$ cat src/rtl/des_decrypt_iter_pkg.sv
// Shared DES constants: permutation and S-box tables, decrypt rotate schedule,
// FSM state encoding and fixed-width permutation helpers (bit 1 = MSB).
package des_decrypt_iter_pkg;

  localparam int BLK_W    = 64;
  localparam int HALF_W   = 32;
  localparam int CD_W     = 28;
  localparam int SUBKEY_W = 48;

  typedef enum logic [1:0] {
    ST_IDLE  = 2'd0,
    ST_ROUND = 2'd1,
    ST_DONE  = 2'd2
  } state_t;

  localparam int IP_T [64] = '{
    58, 50, 42, 34, 26, 18, 10, 2, 60, 52, 44, 36, 28, 20, 12, 4,
    62, 54, 46, 38, 30, 22, 14, 6, 64, 56, 48, 40, 32, 24, 16, 8,
    57, 49, 41, 33, 25, 17,  9, 1, 59, 51, 43, 35, 27, 19, 11, 3,
    61, 53, 45, 37, 29, 21, 13, 5, 63, 55, 47, 39, 31, 23, 15, 7};

  localparam int FP_T [64] = '{
    40, 8, 48, 16, 56, 24, 64, 32, 39, 7, 47, 15, 55, 23, 63, 31,
    38, 6, 46, 14, 54, 22, 62, 30, 37, 5, 45, 13, 53, 21, 61, 29,
    36, 4, 44, 12, 52, 20, 60, 28, 35, 3, 43, 11, 51, 19, 59, 27,
    34, 2, 42, 10, 50, 18, 58, 26, 33, 1, 41,  9, 49, 17, 57, 25};

  localparam int E_T [48] = '{
    32,  1,  2,  3,  4,  5,  4,  5,  6,  7,  8,  9,
     8,  9, 10, 11, 12, 13, 12, 13, 14, 15, 16, 17,
    16, 17, 18, 19, 20, 21, 20, 21, 22, 23, 24, 25,
    24, 25, 26, 27, 28, 29, 28, 29, 30, 31, 32,  1};

  localparam int P_T [32] = '{
    16,  7, 20, 21, 29, 12, 28, 17,  1, 15, 23, 26,  5, 18, 31, 10,
     2,  8, 24, 14, 32, 27,  3,  9, 19, 13, 30,  6, 22, 11,  4, 25};

  localparam int PC1_T [56] = '{
    57, 49, 41, 33, 25, 17,  9,  1, 58, 50, 42, 34, 26, 18,
    10,  2, 59, 51, 43, 35, 27, 19, 11,  3, 60, 52, 44, 36,
    63, 55, 47, 39, 31, 23, 15,  7, 62, 54, 46, 38, 30, 22,
    14,  6, 61, 53, 45, 37, 29, 21, 13,  5, 28, 20, 12,  4};

  localparam int PC2_T [48] = '{
    14, 17, 11, 24,  1,  5,  3, 28, 15,  6, 21, 10,
    23, 19, 12,  4, 26,  8, 16,  7, 27, 20, 13,  2,
    41, 52, 31, 37, 47, 55, 30, 40, 51, 45, 33, 48,
    44, 49, 39, 56, 34, 53, 46, 42, 50, 36, 29, 32};

  // Right-rotate amounts that walk C/D backwards from C16/D16 (= C0/D0).
  localparam int RSHIFT [16] = '{1, 2, 2, 2, 2, 2, 2, 1, 2, 2, 2, 2, 2, 2, 1, 0};

  // Indexed by {row, col}, row = {b6, b1}, col = b5..b2 of each 6-bit group.
  localparam int SBOX [8][64] = '{
    '{14, 4, 13, 1, 2, 15, 11, 8, 3, 10, 6, 12, 5, 9, 0, 7,
      0, 15, 7, 4, 14, 2, 13, 1, 10, 6, 12, 11, 9, 5, 3, 8,
      4, 1, 14, 8, 13, 6, 2, 11, 15, 12, 9, 7, 3, 10, 5, 0,
      15, 12, 8, 2, 4, 9, 1, 7, 5, 11, 3, 14, 10, 0, 6, 13},
    '{15, 1, 8, 14, 6, 11, 3, 4, 9, 7, 2, 13, 12, 0, 5, 10,
      3, 13, 4, 7, 15, 2, 8, 14, 12, 0, 1, 10, 6, 9, 11, 5,
      0, 14, 7, 11, 10, 4, 13, 1, 5, 8, 12, 6, 9, 3, 2, 15,
      13, 8, 10, 1, 3, 15, 4, 2, 11, 6, 7, 12, 0, 5, 14, 9},
    '{10, 0, 9, 14, 6, 3, 15, 5, 1, 13, 12, 7, 11, 4, 2, 8,
      13, 7, 0, 9, 3, 4, 6, 10, 2, 8, 5, 14, 12, 11, 15, 1,
      13, 6, 4, 9, 8, 15, 3, 0, 11, 1, 2, 12, 5, 10, 14, 7,
      1, 10, 13, 0, 6, 9, 8, 7, 4, 15, 14, 3, 11, 5, 2, 12},
    '{7, 13, 14, 3, 0, 6, 9, 10, 1, 2, 8, 5, 11, 12, 4, 15,
      13, 8, 11, 5, 6, 15, 0, 3, 4, 7, 2, 12, 1, 10, 14, 9,
      10, 6, 9, 0, 12, 11, 7, 13, 15, 1, 3, 14, 5, 2, 8, 4,
      3, 15, 0, 6, 10, 1, 13, 8, 9, 4, 5, 11, 12, 7, 2, 14},
    '{2, 12, 4, 1, 7, 10, 11, 6, 8, 5, 3, 15, 13, 0, 14, 9,
      14, 11, 2, 12, 4, 7, 13, 1, 5, 0, 15, 10, 3, 9, 8, 6,
      4, 2, 1, 11, 10, 13, 7, 8, 15, 9, 12, 5, 6, 3, 0, 14,
      11, 8, 12, 7, 1, 14, 2, 13, 6, 15, 0, 9, 10, 4, 5, 3},
    '{12, 1, 10, 15, 9, 2, 6, 8, 0, 13, 3, 4, 14, 7, 5, 11,
      10, 15, 4, 2, 7, 12, 9, 5, 6, 1, 13, 14, 0, 11, 3, 8,
      9, 14, 15, 5, 2, 8, 12, 3, 7, 0, 4, 10, 1, 13, 11, 6,
      4, 3, 2, 12, 9, 5, 15, 10, 11, 14, 1, 7, 6, 0, 8, 13},
    '{4, 11, 2, 14, 15, 0, 8, 13, 3, 12, 9, 7, 5, 10, 6, 1,
      13, 0, 11, 7, 4, 9, 1, 10, 14, 3, 5, 12, 2, 15, 8, 6,
      1, 4, 11, 13, 12, 3, 7, 14, 10, 15, 6, 8, 0, 5, 9, 2,
      6, 11, 13, 8, 1, 4, 10, 7, 9, 5, 0, 15, 14, 2, 3, 12},
    '{13, 2, 8, 4, 6, 15, 11, 1, 10, 9, 3, 14, 5, 0, 12, 7,
      1, 15, 13, 8, 10, 3, 7, 4, 12, 5, 6, 11, 0, 14, 9, 2,
      7, 11, 4, 1, 9, 12, 14, 2, 0, 6, 10, 13, 15, 3, 5, 8,
      2, 1, 14, 7, 4, 10, 8, 13, 15, 12, 9, 0, 3, 5, 6, 11}};

  function automatic logic [63:0] des_ip(input logic [63:0] x);
    logic [63:0] y;
    y = '0;
    for (int i = 0; i < 64; i++) y[63-i] = x[64-IP_T[i]];
    return y;
  endfunction

  function automatic logic [63:0] des_fp(input logic [63:0] x);
    logic [63:0] y;
    y = '0;
    for (int i = 0; i < 64; i++) y[63-i] = x[64-FP_T[i]];
    return y;
  endfunction

  function automatic logic [55:0] des_pc1(input logic [63:0] x);
    logic [55:0] y;
    y = '0;
    for (int i = 0; i < 56; i++) y[55-i] = x[64-PC1_T[i]];
    return y;
  endfunction

  function automatic logic [47:0] des_pc2(input logic [55:0] x);
    logic [47:0] y;
    y = '0;
    for (int i = 0; i < 48; i++) y[47-i] = x[56-PC2_T[i]];
    return y;
  endfunction

  function automatic logic [47:0] des_e(input logic [31:0] x);
    logic [47:0] y;
    y = '0;
    for (int i = 0; i < 48; i++) y[47-i] = x[32-E_T[i]];
    return y;
  endfunction

  function automatic logic [31:0] des_p(input logic [31:0] x);
    logic [31:0] y;
    y = '0;
    for (int i = 0; i < 32; i++) y[31-i] = x[32-P_T[i]];
    return y;
  endfunction

endpackage

$ cat src/rtl/des_f_function.sv
// DES round function F(R, K) = P(S(E(R) ^ K)).
module des_f_function
  import des_decrypt_iter_pkg::*;
(
  input  logic [HALF_W-1:0]   r,
  input  logic [SUBKEY_W-1:0] subkey,
  output logic [HALF_W-1:0]   f
);

  logic [SUBKEY_W-1:0] mixed;
  logic [HALF_W-1:0]   sbox_out;

  assign mixed = des_e(r) ^ subkey;

  sbox_layer u_sbox (
    .x(mixed),
    .y(sbox_out)
  );

  assign f = des_p(sbox_out);

endmodule

$ cat src/rtl/des_key_sched_dec.sv
// Decrypt key schedule: holds C/D, presents PC2 subkey, rotates right per round.
module des_key_sched_dec
  import des_decrypt_iter_pkg::*;
(
  input  logic                clk,
  input  logic                rst,
  input  logic                load,
  input  logic                step,
  input  logic [BLK_W-1:0]    key,
  input  logic [3:0]          round,
  output logic [SUBKEY_W-1:0] subkey
);

  logic [CD_W-1:0] c;
  logic [CD_W-1:0] d;

  always_ff @(posedge clk) begin
    if (rst) begin
      c <= '0;
      d <= '0;
    end else if (load) begin
      {c, d} <= des_pc1(key);
    end else if (step) begin
      if (RSHIFT[round] == 2) begin
        c <= {c[1:0], c[CD_W-1:2]};
        d <= {d[1:0], d[CD_W-1:2]};
      end else if (RSHIFT[round] == 1) begin
        c <= {c[0], c[CD_W-1:1]};
        d <= {d[0], d[CD_W-1:1]};
      end
    end
  end

  assign subkey = des_pc2({c, d});

endmodule

$ cat src/rtl/sbox_layer.sv
// DES S-box layer: eight 6-to-4 substitutions over a 48-bit word.
module sbox_layer
  import des_decrypt_iter_pkg::*;
(
  input  logic [47:0] x,
  output logic [31:0] y
);

  for (genvar s = 0; s < 8; s++) begin : g_sbox
    logic [5:0] b;
    assign b = x[47-6*s -: 6];
    assign y[31-4*s -: 4] = 4'(SBOX[s][{b[5], b[0], b[4:1]}]);
  end

endmodule

$ cat src/rtl/des_decrypt_iter.sv
// Iterative DES decryption core, one Feistel round per clock.
// Optional CBC chaining (iv_load/iv ports) is built when DES_CBC_EN is defined.
module des_decrypt_iter
  import des_decrypt_iter_pkg::*;
(
  input  logic             clk,
  input  logic             rst,
  input  logic             in_valid,
  output logic             in_ready,
  input  logic [BLK_W-1:0] in_data,
  input  logic [BLK_W-1:0] in_key,
  output logic             out_valid,
  input  logic             out_ready,
  output logic [BLK_W-1:0] out_data,
  output logic             busy
`ifdef DES_CBC_EN
  ,
  input  logic             iv_load,
  input  logic [BLK_W-1:0] iv
`endif
);

  // state    | meaning
  // ST_IDLE  | waiting for a ciphertext/key, in_ready high
  // ST_ROUND | one Feistel round per clock, round = 0..15
  // ST_DONE  | plaintext held on out_data until out_ready

  state_t state, state_nxt;

  logic [3:0]          round;
  logic [HALF_W-1:0]   l, r, f_out, r_nxt;
  logic [SUBKEY_W-1:0] subkey;
  logic [BLK_W-1:0]    pt_raw, pt_mask;
  logic                accept, round_step, out_hs;

  assign accept     = in_valid && in_ready;
  assign round_step = (state == ST_ROUND);
  assign out_hs     = (state == ST_DONE) && out_ready;

  always_ff @(posedge clk) begin
    if (rst) state <= ST_IDLE;
    else     state <= state_nxt;
  end

  always_comb begin
    state_nxt = state;
    in_ready  = 1'b0;
    busy      = 1'b1;
    case (state)
      ST_IDLE: begin
        in_ready = 1'b1;
        busy     = 1'b0;
        if (in_valid) state_nxt = ST_ROUND;
      end
      ST_ROUND: if (round == 4'd15) state_nxt = ST_DONE;
      ST_DONE:  if (out_ready) state_nxt = ST_IDLE;
      default: begin
        state_nxt = ST_IDLE;
        busy      = 1'b0;
      end
    endcase
  end

  des_key_sched_dec u_key_sched (
    .clk   (clk),
    .rst   (rst),
    .load  (accept),
    .step  (round_step),
    .key   (in_key),
    .round (round),
    .subkey(subkey)
  );

  des_f_function u_f (
    .r     (r),
    .subkey(subkey),
    .f     (f_out)
  );

  assign r_nxt  = l ^ f_out;
  // Final swap: output is FP({R16, L16}) where L16 is the current R.
  assign pt_raw = des_fp({r_nxt, r});

`ifdef DES_CBC_EN
  logic [BLK_W-1:0] chain;
  logic [BLK_W-1:0] ct_hold;

  always_ff @(posedge clk) begin
    if (rst) begin
      chain   <= '0;
      ct_hold <= '0;
    end else begin
      if (state == ST_IDLE && iv_load) chain <= iv;
      else if (out_hs)                 chain <= ct_hold;
      if (accept) ct_hold <= in_data;
    end
  end

  assign pt_mask = chain;
`else
  assign pt_mask = '0;
`endif

  always_ff @(posedge clk) begin
    if (rst) begin
      round     <= '0;
      l         <= '0;
      r         <= '0;
      out_valid <= 1'b0;
      out_data  <= '0;
    end else begin
      case (state)
        ST_IDLE: begin
          if (accept) begin
            {l, r} <= des_ip(in_data);
            round  <= '0;
          end
        end
        ST_ROUND: begin
          l <= r;
          r <= r_nxt;
          if (round == 4'd15) begin
            out_data  <= pt_raw ^ pt_mask;
            out_valid <= 1'b1;
          end else begin
            round <= round + 4'd1;
          end
        end
        ST_DONE: if (out_hs) out_valid <= 1'b0;
        default: out_valid <= 1'b0;
      endcase
    end
  end

endmodule

$ cat config.mk
export PLATFORM = sky130hd
export DESIGN_NAME = des_decrypt_iter
export DESIGN_NICKNAME = d
export VERILOG_FILES = /design/src/rtl/des_decrypt_iter_pkg.sv /design/src/rtl/des_f_function.sv /design/src/rtl/des_key_sched_dec.sv /design/src/rtl/sbox_layer.sv /design/src/rtl/des_decrypt_iter.sv
export SDC_FILE = /design/constraint.sdc
export NUM_CORES = 1
export LEC_CHECK = 0
export ABC_AREA = 1
export BUFFER_PORTS_ARGS = -buffer_cell sky130_fd_sc_hd__buf_2
export CAP_MARGIN = 20
export CORE_UTILIZATION = 45
export DETAILED_ROUTE_END_ITERATION = 8
export PLACE_DENSITY_LB_ADDON = 0.1
export SLEW_MARGIN = 40
export SYNTH_ARGS = -nofsm -noshare
export SYNTH_HDL_FRONTEND = slang
export SYNTH_HIERARCHICAL = 1
export SYNTH_SLANG_ARGS = --single-unit
$ cat constraint.sdc
create_clock -name clk -period 2.5 [get_ports clk]
set_clock_uncertainty 0.05 [all_clocks]
set_input_delay 0 -clock clk [delete_from_list [all_inputs] [get_ports clk]]
set_output_delay 0 -clock clk [all_outputs]
set_load 0.05 [all_outputs]
# After elaboration in Yosys (flattened, before gate mapping)
# Memory sizes are Yosys's and may differ from the RTL's.
# Index checks and enable logic that the tools add are counted.
dict set report totals {
  reg_bits 191
  mem_bits_ro 16896
  in_bits 132
  output_inout_bits 67
  n_memories 9
}
dict set report classes {
  add_sub_neg 1
  magnitude_cmp 9
  n_eq_ne 11
  n_mux 42
  n_bitwise 12
  reduce_logical 13
}
# memory depth word_bits read_ports rd_ports_with_merged_regs write_ports line
set memory_table {}
lappend memory_table {{(no name shown)} 64 32 1 0 0 sbox_layer.sv:12} ;# assign y[31-4*s -: 4] = 4'(SBOX[s][{b[5], b[0], b[4:1]}]);
lappend memory_table {{(no name shown)} 64 32 1 0 0 sbox_layer.sv:12}
lappend memory_table {{(no name shown)} 64 32 1 0 0 sbox_layer.sv:12}
lappend memory_table {{(no name shown)} 64 32 1 0 0 sbox_layer.sv:12}
lappend memory_table {{(no name shown)} 64 32 1 0 0 sbox_layer.sv:12}
lappend memory_table {{(no name shown)} 64 32 1 0 0 sbox_layer.sv:12}
lappend memory_table {{+3 memories} n/a n/a n/a n/a n/a n/a}
# cell count
set ops {}
lappend ops {{$mux W28} 8}
lappend ops {{$mux W32} 4}
lappend ops {{$pmux W32 S2} 2}
lappend ops {{$mux W4} 18}
lappend ops {{$ge A7 B7 Y1 const B} 8}
lappend ops {{$not A6 Y7} 8}
lappend ops {{$xor A48 B48 Y48} 1}
lappend ops {{$eq A32 B2 Y1 const B} 1}
lappend ops {{$eq A32 B3 Y1 const B} 1}
lappend ops {{$xor A32 B32 Y32} 1}
lappend ops {{$ne A2 B2 Y1 const B} 5}
lappend ops {{$reduce_and A3 Y1} 3}
lappend ops {{$pmux W4 S2} 1}
lappend ops {{$mux W2} 3}
lappend ops {{$pmux W2 S3} 1}
lappend ops {{$reduce_and A2 Y1} 3}
lappend ops {{$ge A5 B5 Y1 const B} 1}
lappend ops {{$not A4 Y5} 1}
lappend ops {{$add A4 B1 Y4 const B} 1}
lappend ops {{$eq A4 B4 Y1 const B} 1}
lappend ops {{$mux W1} 4}
lappend ops {{$reduce_bool A2 Y1} 2}
lappend ops {{$pmux W1 S3} 1}
lappend ops {{$reduce_bool A3 Y1} 1}
lappend ops {{7 further kinds} 8}

# Depth between registers and ports, before layout
# Gate-level depths: netlist (run 1).
dict set report depth {
  word_depth 9
  depth_mapped 20
}

# Modules after synthesis
# Netlist (run 1), hierarchy kept.
# module n_inst cells_per_inst area_each_um2 seq_area_each_um2
set modules_own_cells {}
lappend modules_own_cells {des_decrypt_iter 1 836 5888.1 2702.6}
lappend modules_own_cells {des_key_sched_dec 1 738 4335.4 1121.1}
lappend modules_own_cells {sbox_layer 1 849 4275.4 0.0}
lappend modules_own_cells {des_f_function 1 224 840.8 0.0}

# Worst setup path before layout (run 1)
# OpenSTA, ideal clock, no wires.
dict set report synth_timing {
  path_kind {register to register}
  from {reg u_key_sched.d[9]}
  to {reg out_data[44]}
  arrival_time_ps 2069
  path_slack_ps 265
  stages_incl_launch_ff 19
  n_path_buf 1
  cell_sequence {dfxtp_1 -> buf_4 -> inv_1 -> nand2_1 -> nand2_1 -> inv_1 -> ha_1 -> a21oi_1 -> nand2_1 -> nand2_1 -> nand2_1 -> nand2_1 -> nand2_1 -> nand2_1 -> inv_1 -> nand2_1 -> nand2_1 -> o21ai_0 -> nor2_1}
}
dict set report synth_via {
  elab_chain_cells 6
}
# element line
set synth_lines {}
lappend synth_lines {{from (decl)} des_key_sched_dec.sv:15} ;# logic [CD_W-1:0] d;
lappend synth_lines {{from (signal assigned)} des_key_sched_dec.sv:22} ;# {c, d} <= des_pc1(key);
lappend synth_lines {{from (signal assigned)} des_key_sched_dec.sv:26} ;# d <= {d[1:0], d[CD_W-1:2]};
lappend synth_lines {{from (signal assigned)} des_key_sched_dec.sv:29} ;# d <= {d[0], d[CD_W-1:1]};
lappend synth_lines {{$xor A48 B48 Y48} des_f_function.sv:13} ;# assign mixed = des_e(r) ^ subkey;
lappend synth_lines {{named net u_f.mixed[19]} des_f_function.sv:10} ;# logic [SUBKEY_W-1:0] mixed;
lappend synth_lines {{$not A6 Y7 (implied by the code)} sbox_layer.sv:12}
lappend synth_lines {{$mem_v2 Z64 W32} n/a}
lappend synth_lines {{$mux W4 (implied by the code) (2 in series)} sbox_layer.sv:12}
lappend synth_lines {{named net f_out[18]} des_decrypt_iter.sv:31} ;# logic [HALF_W-1:0] l, r, f_out, r_nxt;
lappend synth_lines {{$xor A32 B32 Y32} des_decrypt_iter.sv:80} ;# assign r_nxt = l ^ f_out;
lappend synth_lines {{to (signal assigned)} des_decrypt_iter.sv:123} ;# out_data <= pt_raw ^ pt_mask;
lappend synth_lines {{to (decl)} des_decrypt_iter.sv:14} ;# output logic [BLK_W-1:0] out_data,
# The timed path passes the listed nets, and every way through them passes these cells. The select of a mux whose other input is x is not followed.
# A chain may end at the register's enable or synchronous reset.

# Worst setup path after layout (run 1)
dict set report layout_timing {
  from {reg r[20]}
  to {reg r[16]}
}
dict set report layout_via {
  elab_chain_cells 7
}
# element line
set layout_lines {}
lappend layout_lines {{from (decl)} des_decrypt_iter.sv:31}
lappend layout_lines {{from (signal assigned)} des_decrypt_iter.sv:115} ;# {l, r} <= des_ip(in_data);
lappend layout_lines {{from (signal assigned)} des_decrypt_iter.sv:121} ;# r <= r_nxt;
lappend layout_lines {{$xor A48 B48 Y48} des_f_function.sv:13}
lappend layout_lines {{named net u_f.mixed[31]} des_f_function.sv:10}
lappend layout_lines {{$not A6 Y7 (implied by the code)} sbox_layer.sv:12}
lappend layout_lines {{$mem_v2 Z64 W32} n/a}
lappend layout_lines {{$mux W4 (implied by the code) (2 in series)} sbox_layer.sv:12}
lappend layout_lines {{named net f_out[16]} des_decrypt_iter.sv:31}
lappend layout_lines {{$xor A32 B32 Y32} des_decrypt_iter.sv:80}
lappend layout_lines {{$pmux W32 S2} des_decrypt_iter.sv:112} ;# case (state)
# The timed path passes the listed nets, and every way through them passes these cells. The select of a mux whose other input is x is not followed.

==> results.tsv, run 1 <==
metric	value	unit
synth-main-ff-cell	dfxtp_1	
crit_slowest_cell	dfxtp_2	
finalSetupViolCount	0	
min_period	2.34	ns
use_met2	0.465	
hold_viol	0	
fin_crit_sh	0.936	
max_slew.worst_pin.slew	0.651	ns
clock_latency	0.47	ns
post-dp-hpwl	37900	µm
critPathBufInv	2	
fmax	0.427	GHz
critical_path_arrival	2.63	ns
die_w	187	µm
grt_start_max_net_pins	62	
cp_common_cell	nand2_1	
ys_types	27	
grt_pass1_vias	15800	
path_clk_slew	0.08	ns
status	completed	
dp.cells	3223	
drv_cap	0	
nets	3117	
gr-usage-met3	0.0357	
finalNonFillerCells	3379	
rows	67	
syn-num-nets	2846	
num_antenna_cells	0	
routed_wl	51500	µm
syn_area	15300	µm²
final_area	18800	µm²
final_layout_size_suffix_gt1_frac	0.145	
core	33500	µm²
ant_nets	0	
multiInputGateArea	9230	µm²
relSlewSlack	0.566	
grt_usage	0.290	
critPathTopFamily	simple AND/OR/NAND/NOR gates	
met1_usage	0.410	
drc	0	
numCtsBuffers	17	
grt_pass1_wl	82000	µm
drt_iter0_markers	1172	
regArea	3850	µm²
end_kind	register	
clockBufferDepth	2	
grt.busiest_layer	met2	
cts.sinks	191	
syn_inst	2647	
postCtsSetupBuffers	0	
antenna_found_initial	2	
place_area	16800	µm²
cts_root_buf	clkbuf_16	
ioPinCount	199	
ys_seq_area_frac	0.249	
avgRoutedWirePerCell	15.2	µm
ys_ff_latch	191	
globalplace.congestion	0.920	
synth_warnings	6	
synthArstFlopShare	0	
cts_tree	done	
dr.pass1.iters	7	
grt_overflow	0	
critPathLaunchType	register	
path_cells	inv_1 > nand2_1 > nand2_2 > inv_1 > ha_1 > nand2_1 > o211ai_1 > nand3_1 > nand3_1 > nand2_1 > xor2_1 > nand2_1 > a21oi_1	
cp.required	2.79	ns
r2r_cells	13	
final_util	0.560	
dieArea	34800	µm²
worstSetupPathDepth	13	
hold_path_depth	5	
slew_violations	0	
avgSynthCellArea	5.80	µm²
rsz0062_at_grt	yes	
viasPerCell	5.15	
syn2layout_area_growth	22.3	%
initial_core_util	0.457	
die_h	187	µm
vias	17400	
htree_levels	4	
hold_path_class	input pin to register	
n_fill_cell	3431	
crit_fanout	4	
worstSetupPathType	register to register	
cpPeakStageDelay	0.36	ns
synth-edff-count	0	
io_buffers	190	
==> cell usage in the layout (no fill, tap or decap), types with 2 or more instances in the layout <==
cell and instances:
inv_4 2, o21ai_1 26, o211ai_1 33, inv_2 17, buf_12 8, xor2_1 18
inv_1 292, clkbuf_16 17, nand2_1 844, nand2_2 11, a21oi_2 6, nand4_1 8
inv_6 3, clkinv_1 2, inv_8 4, xor2_2 2, or2_2 3, buf_2 190
a21oi_1 218, clkbuf_8 2, clkinv_4 2, o21ai_4 2, dfxtp_2 13, dlygate4sd3_1 123
nand3_1 348, dfxtp_4 2, clkinvlp_4 3, ha_4 2, buf_4 133, nor2_1 175
dfxtp_1 176, o21ai_0 175, ha_1 64
==> sequential cells by signal, indices dropped and copies added (netlist names) <==
name	cells
l	32
u_key_sched/c	28
state	2
out_data	64
u_key_sched/d	28
out_valid	1
r	32
round	4
==> cell families (layout without fill, tap and decap cells) <==
kind of cell | count (synthesis) | in the layout | share of synthesized area
fa+ha+maj | 67 | 67 | 0.0546
xor+xnor | 20 | 20 | 0.0114
flops | 191 | 191 | 0.249
compound gates | 460 | 460 | 0.156
simple gates | 1393 | 1393 | 0.372
buf+inv | 516 | 800 | 0.156
==> stage by stage <==
step | setup WS (ns) | hold WS [ns] | TNS (ns)
after floorplan | 0.265 | 0.0191 | 0
after global placement | 0.0435 | 0.227 | 0
after detailed placement | 0.0594 | 0.236 | 0
after CTS | 0.0184 | 0.0833 | 0
after global routing | -0.00448 | 0.0961 | -0.00448
final | 0.160 | 0.0545 | 0
==> timing repair <==
item	CTS	global route
hold buffers	123	0
resized for setup	0	45
setup endpoints to repair	0	43
endpoints found under the hold margin	135	0
==> path summary, 6_finish.rpt <==
path,from,end,slack [ns]
hold / removal,in_key[60],u_key_sched/d[0],0.05
setup reg to reg,r[20],r[16],0.16
hold reg to reg,out_valid,out_valid,0.40
setup / recovery,r[20],r[16],0.16
==> tightest hold or removal path, cell delays in order <==
cell and delay [ns]:
buf_2 0.10, nand2_1 0.05, inv_1 0.03, a21oi_1 0.17, a21oi_2 0.15
==> layer usage <==
metal / wire [µm] / vias to the layer above
met5: 13 / -
met4: 907 / 2
met3: 3150 / 52
met2: 23100 / 542
met1: 24300 / 7904
li1: - / 8900
==> final cells by class <==
cell class	instances	share of cell area
Tap cell	448	0.0299
Clock buffer	19	0.0241
Inverter	313	0.0629
Sequential cell	191	0.205
Timing Repair Buffer	455	0.179
Clock inverter	13	0.00753
Multi-Input combinational cell	1940	0.492
==> synth_stat cells (2+ instances only) <==
library cell / n / area [µm²]
xor2_1: 20 / 175
o21ai_2: 2 / 17.5
buf_2: 72 / 360
nand2_1: 853 / 3200
nand4_1: 8 / 50.1
o211ai_1: 33 / 248
nand2_2: 2 / 12.5
ha_1: 67 / 838
o21ai_1: 22 / 110
clkbuf_1: 44 / 165
buf_4: 71 / 533
a21oi_2: 2 / 17.5
buf_1: 3 / 11.3
or2_2: 3 / 18.8
inv_1: 299 / 1120
nor2_1: 175 / 657
inv_2: 12 / 45.0
buf_6: 13 / 146
a21oi_1: 222 / 1110
o21ai_0: 179 / 896
clkinv_1: 2 / 7.51
nand3_1: 348 / 1740
dfxtp_1: 191 / 3820
Power of run 1 is left out: the tool's default activity adds up to more than one toggle a clock period on the data nets, which glitch-free logic cannot reach.
==> inputs of run 2 (changes only) <==
--- a/config.mk
+++ b/config.mk
@@ -10,7 +10,7 @@
 export CAP_MARGIN = 20
 export CORE_UTILIZATION = 45
 export DETAILED_ROUTE_END_ITERATION = 8
-export PLACE_DENSITY_LB_ADDON = 0.1
+export PLACE_DENSITY = 0.74
 export SLEW_MARGIN = 40
 export SYNTH_ARGS = -nofsm -noshare
 export SYNTH_HDL_FRONTEND = slang
==> constraint.sdc (replaced) <==
create_clock -name clk -period 2.3 [get_ports clk]
set_clock_uncertainty 0.05 [all_clocks]
set_input_delay 0 -clock clk [delete_from_list [all_inputs] [get_ports clk]]
set_output_delay 0 -clock clk [all_outputs]
set_load 0.05 [all_outputs]
==> results.tsv, run 2 (synthesized netlist as in run 1, its figures left out) <==
metric	value	unit
grt_start_max_net_pins	119	
grt_pass1_vias	16300	
place_area	17100	µm²
ant_nets	0	
regArea	3890	µm²
die_w	187	µm
grt_pass1_wl	84500	µm
reg_top3	out_data: 64 flops, l: 32 flops, r: 32 flops	
path_cells	inv_1 > ha_1 > o21ai_4 > buf_4 > a21oi_1 > a21oi_4	
final_common_cell	nand2_1	
final_area	19700	µm²
multiInputGateArea	9710	µm²
vias	18300	
largest_register_ffs	64	
critPathLaunchType	register	
status	completed	
post-dp-hpwl	37300	µm
final_layout_size_suffix_gt1_frac	0.201	
numCtsBuffers	17	
final_cell_mix	801 x nand2_1, 339 x nand3_1, 277 x inv_1	
hold_path_class	input pin to register	
viasPerCell	5.38	
globalplace.congestion	0.967	
worstSetupPathType	register to register	
cts.sinks	191	
num_antenna_cells	0	
initial_core_util	0.457	
end_kind	register	
crit_fanout	20	
final_util	0.586	
critPathBufInv	2	
hold_viol	0	
dp.cells	3251	
fin_crit_sh	0.963	
io_buffers	190	
die_h	187	µm
nets	3148	
cts_root_buf	clkbuf_16	
htree_levels	4	
critical_path_arrival	2.53	ns
routed_wl	53700	µm
fmax	0.451	GHz
avgRoutedWirePerCell	15.7	µm
slew_violations	0	
drt_iter0_markers	1750	
grt_overflow	0	
n_fill_cell	3159	
drc	0	
antenna_found_initial	0	
cts_tree	done	
drv_cap	0	
relSlewSlack	0.511	
hold_ws	0.0488	ns
max_slew.worst_pin.slew	0.730	ns
finalSetupViolCount	0	
finalNonFillerCells	3410	
cp.required	2.62	ns
cpPeakStageDelay	0.60	ns
rows	67	
clockBufferDepth	2	
grt_usage	0.299	
path_clk_slew	0.08	ns
core	33500	µm²
syn2layout_area_growth	28.2	%
clock_latency	0.48	ns
critPathTopFamily	compound AO/OA/AOI/OAI gates	
ioPinCount	199	
dr.pass1.iters	6	
rsz0062_at_grt	yes	
crit_slowest_cell	o21ai_4	
largest_register	out_data	
dieArea	34800	µm²
min_period	2.22	ns
## run 2: changes by cell type in the layout (fill, tap and decap cells not counted), moves of 13 or more
cell,delta
ha_1,-21
o21ai_1,+21
a21oi_1,-14
dfxtp_1,-20
inv_1,-15
dfxtp_2,+13
o21ai_0,-27
nand2_1,-43
a21oi_2,+13
buf_4,+19
nand2_2,+42
## run 2: final timing paths
path,startpoint,to,slack (ns),cells past startpoint
setup / recovery,state[0],r[16],0.08,6
hold / removal,in_key[1],u_key_sched/d[27],0.05,5
setup reg to reg,state[0],r[16],0.08,6
hold reg to reg,out_valid,out_valid,0.40,2
## run 2: layer usage
metal	routed length, µm	track usage
met5	0	0
met4	1200	0.0820
met3	4380	0.0448
met2	24400	0.490
met1	23700	0.406
## run 2: timing repair
action,CTS,global route
endpoints found under the setup margin,15,90
endpoints found under the hold margin,136,0
buffers inserted,0,4
resized for setup,14,222
hold buffers,123,0
gates cloned,0,0
pin swaps,0,56
## run 2: final cells by class
class	count	area share
Sequential cell	191	0.198
Clock inverter	15	0.00980
Tap cell	448	0.0285
Timing Repair Buffer	486	0.188
Multi-Input combinational cell	1940	0.494
Clock buffer	17	0.0216
Inverter	313	0.0607
## run 2: tightest hold or removal path: cells and delay by family
family                 cells  cell delay (ns)
buffers and inverters      2             0.16
AOI/OAI and AO/OA          2             0.28
and+or+nand+nor            1             0.06
## run 2: metrics by stage
step,setup TNS (ns),setup WS (ns)
CTS,0,0.00383
global route,-0.147,-0.0253
detailed placement,-0.377,-0.321
floorplan,0,0.0655
finish,0,0.0849
global placement,-0.304,-0.304
Power of run 2 is left out for the same reason.
==> inputs of run 3 (changes only) <==
--- a/config.mk
+++ b/config.mk
@@ -11,6 +11,7 @@
 export CORE_UTILIZATION = 45
 export DETAILED_ROUTE_END_ITERATION = 8
 export PLACE_DENSITY = 0.74
+export SETUP_SLACK_MARGIN = 0.15
 export SLEW_MARGIN = 40
 export SYNTH_ARGS = -nofsm -noshare
 export SYNTH_HDL_FRONTEND = slang
==> results.tsv, run 3 (synthesized netlist as in run 1, its figures left out) <==
metric	value	unit
status	complete, but fails checks	
violations	hold timing	
rsz0062_at_grt	yes	
critical_path_arrival	2.47	ns
syn2layout_area_growth	35.6	%
hold_path_depth	5	
final_cell_mix	737 x nand2_1, 316 x nand3_1, 255 x inv_1	
fmax	0.463	GHz
grt_usage	0.308	
viasPerCell	5.41	
path_clk_slew	0.08	ns
grt_start_max_net_pins	69	
io_buffers	190	
initial_core_util	0.457	
hold_viol	1	
r2r_end	r[8]	
avgRoutedWirePerCell	16.2	µm
worstSetupPathType	register to register	
post-dp-hpwl	38100	µm
finalSetupViolCount	0	
relSlewSlack	0.561	
hold_path_class	input pin to register	
cts.sinks	191	
fin_crit_sh	0.940	
htree_levels	4	
ant_nets	0	
drv_cap	0	
die_w	187	µm
regArea	3930	µm²
final_layout_size_suffix_gt1_frac	0.268	
min_from	in_key[33]	
drc	0	
dr.pass1.iters	6	
die_h	187	µm
grt_pass1_wl	87200	µm
r2r_cells	19	
rows	67	
core	33500	µm²
n_fill_cell	3043	
grt_overflow	0	
place_ws	-0.277	ns
cp_common_cell	nand2_1	
antenna_found_initial	2	
largest_register	out_data	
numCtsBuffers	17	
clock_latency	0.47	ns
routed_wl	55900	µm
min_period	2.16	ns
final_area	20800	µm²
drt_iter0_markers	1897	
cts_root_buf	clkbuf_16	
slew_violations	0	
end_kind	register	
worst_slack	0.139	ns
final_common_cell	nand2_1	
max_slew.worst_pin.slew	0.657	ns
num_antenna_cells	0	
grt_pass1_vias	16800	
clockBufferDepth	2	
crit_slowest_cell	dfxtp_4	
dieArea	34800	µm²
globalplace.congestion	0.950	
vias	18700	
min_to	u_key_sched/d[23]	
hold_ws	-0.00724	ns
crit_fanout	5	
place_area	17300	µm²
reg2reg_from	r[20]	
cp.required	2.61	ns
reg_top3	out_data: 64 flops, l: 32 flops, r: 32 flops	
final_util	0.620	
largest_register_ffs	64	
path_cells	inv_2 > nand2_2 > nand2_4 > inv_4 > ha_4 > inv_4 > nand2_4 > o21ai_2 > nand2_1 > nand2_1 > nor2_1 > nand2_1 > nand2_1 > inv_2 > inv_2 > nand2_2 > nand3_2 > o21ai_2 > a21oi_4	
r2r_slack	0.14	ns
cts_tree	done	
cpPeakStageDelay	0.38	ns
ioPinCount	199	
multiInputGateArea	10400	µm²
critPathLaunchType	register	
nets	3189	
## run 3: changes by cell type in the layout (fill, tap and decap cells not counted), moves of 13 or more
cell	before	now
buf_6	5	25
o21ai_0	148	125
a21oi_2	19	33
nand2_1	801	737
nand2_4	1	16
inv_1	277	255
buf_4	152	167
nand2_2	53	102
o21ai_2	6	20
nand3_2	9	32
nand3_1	339	316
a21oi_1	204	188
dfxtp_1	156	143
## run 3: how the worst max path moves through the flow
| stage | startpoint | to | cells after the start |
|---|---|---|---|
| after floorplan | u_key_sched/d[19] | out_data[44] | 20 |
| after global placement | r[20] | r[8] | 17 |
| after detailed placement | r[20] | r[8] | 18 |
| after CTS | r[20] | r[8] | 19 |
| after global routing | r[8] | r[21] | 16 |
| final | r[20] | r[8] | 19 |
## run 3: routing by layer
layer	vias to the layer above	wire (µm)	GRT usage
li1	9062	-	-
met1	8628	23700	0.412
met5	-	27	0
met4	4	1570	0.0962
met3	113	4820	0.0566
met2	871	25800	0.498
## run 3: what timing repair did
item	in CTS	in global routing
setup buffers	6	23
resized for setup	126	375
pin swaps	37	153
gates cloned	1	2
hold endpoints to repair	125	0
setup endpoints to repair	65	86
hold buffers	123	0
## run 3: through the flow
step                      instances  hold WS (ns)  setup TNS, ns
final                          3450      -0.00724              0
after global placement         3264         0.220          -1.28
after detailed placement       3264         0.239          -1.13
after global routing           3450        0.0204              0
after floorplan                2647        0.0191              0
after CTS                      3425        0.0637              0
## run 3: area by class of cell
type                       count  share of cell area
multi-input combinational   1941               0.498
clock inverter                14             0.00836
clock buffer                  17              0.0205
timing repair inverter         2            0.000481
inverter                     313              0.0596
tap                          448              0.0270
timing repair buffer         524               0.197
sequential                   191               0.189
## run 3: worst max-delay path: cells and delay by family, from the launching register on
kind | cells | cell delay, ns
and+or+nand+nor | 10 | 0.71
DFF | 1 | 0.38
AOI/OAI and AO/OA | 3 | 0.33
adders and majority gates | 1 | 0.30
buffers and inverters | 5 | 0.29
Power of run 3 is left out for the same reason.
